`src/rtl/nor_share_arb.sv`:
```
// nor_share_arb: one registered masked-NOR reduction unit shared by NREQ
// requesters through a round-robin arbiter and a single-entry output register
// with backpressure.
// Optional per-requester grant counters are enabled by defining
// NOR_SHARE_ARB_STATS_EN.

module nor_share_arb #(
    parameter int unsigned NREQ  = 4,
    parameter int unsigned WIDTH = 128,
    localparam int unsigned IDW  = $clog2(NREQ),
    localparam int unsigned CNTW = $clog2(WIDTH + 1)
) (
    input  logic                  clk,
    input  logic                  rst_n,
    input  logic [NREQ-1:0]       req_valid,
    input  logic [NREQ*WIDTH-1:0] req_data,
    input  logic [NREQ*WIDTH-1:0] req_mask,
    output logic [NREQ-1:0]       req_ready,
    output logic                  res_valid,
    input  logic                  res_ready,
    output logic [IDW-1:0]        res_id,
    output logic                  res_nor,
    output logic [CNTW-1:0]       res_cnt
`ifdef NOR_SHARE_ARB_STATS_EN
    ,
    input  logic [IDW-1:0]        stat_sel,
    input  logic                  stat_clr,
    output logic [15:0]           stat_cnt
`endif
);

    typedef enum logic [0:0] {StEmpty, StFull} state_e;

    localparam logic [IDW:0] NreqW = (IDW + 1)'(NREQ);

    state_e          state_q, state_d;
    logic [IDW-1:0]  ptr_q, ptr_d;
    logic [IDW-1:0]  res_id_q;
    logic            res_nor_q;
    logic [CNTW-1:0] res_cnt_q;

    logic            accept_ok;
    logic            grant_any;
    logic [IDW-1:0]  grant_idx;
    logic            accept;
    logic [IDW:0]    scan;
    logic [WIDTH-1:0] sel_data;
    logic [WIDTH-1:0] sel_mask;
    logic            nor_d;
    logic [CNTW-1:0] cnt_d;

    // Round-robin search from the pointer; the lowest offset with a valid wins.
    always_comb begin
        grant_any = 1'b0;
        grant_idx = '0;
        scan      = '0;
        for (int k = NREQ - 1; k >= 0; k--) begin
            scan = {1'b0, ptr_q} + (IDW + 1)'(k);
            if (scan >= NreqW) begin
                scan = scan - NreqW;
            end
            if (req_valid[scan[IDW-1:0]]) begin
                grant_any = 1'b1;
                grant_idx = scan[IDW-1:0];
            end
        end
    end

    // Output register has room when empty or draining this cycle.
    assign accept_ok = (state_q == StEmpty) || res_ready;
    assign accept    = accept_ok && grant_any;

    // One-hot grant, forced low while reset is asserted.
    always_comb begin
        req_ready = '0;
        if (rst_n && accept) begin
            req_ready[grant_idx] = 1'b1;
        end
    end

    // Only the granted requester's operand reaches the reduction.
    always_comb begin
        sel_data = req_data[grant_idx*WIDTH +: WIDTH];
        sel_mask = req_mask[grant_idx*WIDTH +: WIDTH];
        nor_d    = ~|(sel_data & sel_mask);
        cnt_d    = '0;
        for (int i = 0; i < WIDTH; i++) begin
            cnt_d = cnt_d + CNTW'(sel_mask[i]);
        end
    end

    // Next state for the output register and the round-robin pointer.
    always_comb begin
        state_d = state_q;
        ptr_d   = ptr_q;
        if (accept) begin
            state_d = StFull;
            if ({1'b0, grant_idx} == NreqW - 1'b1) begin
                ptr_d = '0;
            end else begin
                ptr_d = grant_idx + 1'b1;
            end
        end else if (res_ready) begin
            state_d = StEmpty;
        end
    end

    // State, pointer and result payload registers.
    always_ff @(posedge clk or negedge rst_n) begin
        if (!rst_n) begin
            state_q   <= StEmpty;
            ptr_q     <= '0;
            res_id_q  <= '0;
            res_nor_q <= 1'b0;
            res_cnt_q <= '0;
        end else begin
            state_q <= state_d;
            ptr_q   <= ptr_d;
            if (accept) begin
                res_id_q  <= grant_idx;
                res_nor_q <= nor_d;
                res_cnt_q <= cnt_d;
            end
        end
    end

    assign res_valid = (state_q == StFull);
    assign res_id    = res_id_q;
    assign res_nor   = res_nor_q;
    assign res_cnt   = res_cnt_q;

`ifdef NOR_SHARE_ARB_STATS_EN
    logic [15:0] stat_q [NREQ];

    // Saturating per-requester grant counters; clear wins over increment.
    always_ff @(posedge clk or negedge rst_n) begin
        if (!rst_n) begin
            for (int i = 0; i < NREQ; i++) begin
                stat_q[i] <= '0;
            end
        end else if (stat_clr) begin
            for (int i = 0; i < NREQ; i++) begin
                stat_q[i] <= '0;
            end
        end else if (accept && (stat_q[grant_idx] != 16'hFFFF)) begin
            stat_q[grant_idx] <= stat_q[grant_idx] + 16'd1;
        end
    end

    assign stat_cnt = stat_q[stat_sel];
`endif

endmodule

```
`config.mk`:
```
export PLATFORM = sky130hd
export DESIGN_NAME = nor_share_arb
export DESIGN_NICKNAME = d
export VERILOG_FILES = /design/src/rtl/nor_share_arb.sv
export SDC_FILE = /design/constraint.sdc
export NUM_CORES = 1
export LEC_CHECK = 0
export ABC_CLOCK_PERIOD_IN_PS = 23300
export CAP_MARGIN = 20
export CORE_AREA = 2 2 403 405
export DETAILED_ROUTE_END_ITERATION = 10
export DIE_AREA = 0 0 405 407
export GPL_TIMING_DRIVEN = 1
export MAX_ROUTING_LAYER = met4
export PLACE_DENSITY = 0.38
export SYNTH_ARGS = -nofsm -noshare
export SYNTH_HDL_FRONTEND = slang
export SYNTH_SLANG_ARGS = --single-unit
```
`constraint.sdc`:
```
create_clock -name clk -period 23.3 [get_ports clk]
set_input_delay 4.66 -clock clk [delete_from_list [all_inputs] [get_ports clk]]
set_output_delay 4.66 -clock clk [all_outputs]
set_load 0.01 [all_outputs]
```
==> results.yml <==
setup_path:
  crit_path_end_kind: "register"
  startpoint: "req_valid[2]"
  path_buf_inv: 9
  cpMostUsedCell: "fa_1"
  r2r_cells: 31
  critPathCapture: "res_cnt[6]$_DFFE_PN0P_"
  cp_top_family: "adder cells"
  critPathKind: "input port to register"
  crit_required_ps: 23430
  cp.depth: 32
  arrival_ps: 15880
  critical-path-max-stage-delay_ps: 720
  cp-start-kind: "input port"
  reg2reg_slack_ps: 11920
  cp_max_fo: 62
  cp_slowest_cell: "buf_4"
  r2r-end: "res_cnt[6]$_DFFE_PN0P_"
  r2r-start: "ptr_q[1]$_DFFE_PN0P_"
timing:
  finalMaxSlewViolations: 0
  tightest_slew_ps: 1180
  rsz0062_at_grt: "no"
  final.setup.tns_ps: 0
  layout_min_cycle_time_ps: 15750
  maxClockFrequency_mhz: 63.5
  post-route-period-util_pct: 67.6
  relSlewSlack_pct: 21.6
  finalClockSkew_ps: 4.95
  setup_violations: 0
  hold_viol_final: 0
routing:
  wirelength_um: 146000
  drt-initial-drc-count: 849
  route.vias.total: 16500
  dr.pass1.iters: 5
  drc_errors: 0
  wl_per_cell_um: 30.2
  avgViaCountPerCell: 3.41
  antenna_left: 0
yosys:
  synth_common_cells: "nand2_1, mux2i_1, nand3_1"
  synthDistinctLibCells: 43
  avgSynthCellArea_um2: 7.43
  yosysTopAreaCell: "mux2i_1"
  synth.most_common_cell: "nand2_1"
  synth-adder-area-share_pct: 21.6
  synthMuxAreaShare_pct: 36.7
  syn_area_um2: 12300
  seq_area_frac_synth_pct: 2.84
  synth-compound-area-share_pct: 4.83
  ys.flop_type: "dfrtp_1"
  synth_area_leaders: "mux2i_1, fa_1, nand2_1"
  async_reset_ff_share_pct: 100
  yosys.area_share.xor_xnor_pct: 0.355
  ys_ff_latch: 14
  synth_top_family_by_area: "multiplexers"
  synth_edf_count: 0
  yosysWarningCount: 0
  synth_top_area_share_pct: 32.9
  syn_inst: 1662
  synth-simple-area-share_pct: 26.8
  syn-num-nets: 2837
clock_tree:
  cts_root_buffer: "clkbuf_16"
  cts_setup_buffers: 0
  clk_pin_slew_ps: 60
  cts_buffer_depth: 2
  clk_latency_ps: 260
  post_cts_resized: 0
  cts_made_buffers: 3
  hold_buffers: 0
  clock_sinks: 14
  htreeDepth: 1
  cts_tree: "yes"
place:
  port_buffers: 1046
  place_area_um2: 25500
  place_congestion: 0.947
  hpwl_um: 133000
die:
  die_y_um: 407
  ios: 1047
  rows: 147
  die_area_um2: 165000
  start_util_pct: 7.71
  die_x_um: 405
  coreArea_um2: 160000
hold_path:
  hold_class: "register to register"
  min_from: "res_id[1]$_DFFE_PN0P_"
flow_run:
  cap_violations: 0
global_route:
  grt_antenna_before_repair: 51
  overflow: 0
  grt_max_degree: 92
  grt_pass1_vias: 17300
  grt_pass1_wl_um: 180000
  grt_use_total_pct: 17.3
layout:
  n_fill_cell: 18300
  fin_area_um2: 25700
  area_growth_syn_to_layout_pct: 108
  finalNetCount: 3827
  utilization_pct: 16.0
  drive_above_1_share_pct: 4.22
  regArea_um2: 350
  multi_input_area_um2: 11200
run_status:
  status: "finished, final reports clean"
-- cells in the final DEF (no fill, tap or decap), types with 23 or more instances in the layout --
cell,instances
a32oi_1,24
buf_4,57
clkdlybuf4s50_1,1046
fa_1,115
ha_1,29
inv_1,91
mux2_2,31
mux2i_1,399
nand2_1,438
nand3_1,228
nand4_1,23
nor2_1,29
-- worst min-delay path by stage --
| stage | cells past startpoint | to |
|---|---|---|
| 4_1_cts | 2 | res_id[1]$_DFFE_PN0P_ |
| 2_1_floorplan | 2 | ptr_q[0]$_DFFE_PN0P_ |
| 5_1_grt | 2 | res_cnt[1]$_DFFE_PN0P_ |
| 3_5_place_dp | 2 | res_cnt[0]$_DFFE_PN0P_ |
| 3_3_place_gp | 2 | res_cnt[0]$_DFFE_PN0P_ |
| 6_report | 2 | res_id[1]$_DFFE_PN0P_ |
-- sequential cells by signal, indices dropped and copies added (netlist names) --
signal,cells
res_cnt,8
res_valid,1
res_id,2
ptr_q,2
res_nor,1
-- through the flow --
step | hold slack (ps) | setup WS [ps] | instances
2_1_floorplan | 471 | 10460 | 1662
3_3_place_gp | 470 | 7280 | 4799
3_5_place_dp | 471 | 7150 | 4805
4_1_cts | 490 | 7410 | 4809
5_1_grt | 512 | 6930 | 4822
6_report | 482 | 7550 | 4826
-- logic make-up (layout without fill, tap and decap cells) --
kind of cell	after synthesis	count (layout)
mux	442	442
buf+inv	214	1203
other cells	0	15
flops	14	14
xor+xnor	5	5
simple gates	757	757
fa+ha+maj	144	144
compound gates	86	86
-- worst min-delay path, delay by kind of cell, from the launching register on --
kind,cells,cell delay (ps)
AND/OR/NAND/NOR,1,50
AO/OA/AOI/OAI,1,60
flip-flops,1,340
-- area by class of cell --
| class | instances | area share, % |
|---|---|---|
| inverters | 93 | 1.42 |
| multi-input cells | 1434 | 43.5 |
| repair buffers | 1106 | 42.7 |
| flip-flops and latches | 14 | 1.36 |
| well taps | 2160 | 10.5 |
| clock buffers | 4 | 0.346 |
| diodes | 15 | 0.146 |
-- routing by layer --
metal / share of wire [%] / vias to the layer above / global-route usage (%)
met2: 52 / 636 / 31.8
met1: 42 / 8015 / 20.9
met3: 4.2 / 60 / 2.22
met5: 0 / - / -
met4: 1.1 / 0 / 1.36
li1: - / 7745 / -
Power is not shown: default switching activity piles up to over one toggle a cycle in this logic, so the estimate is an artifact.
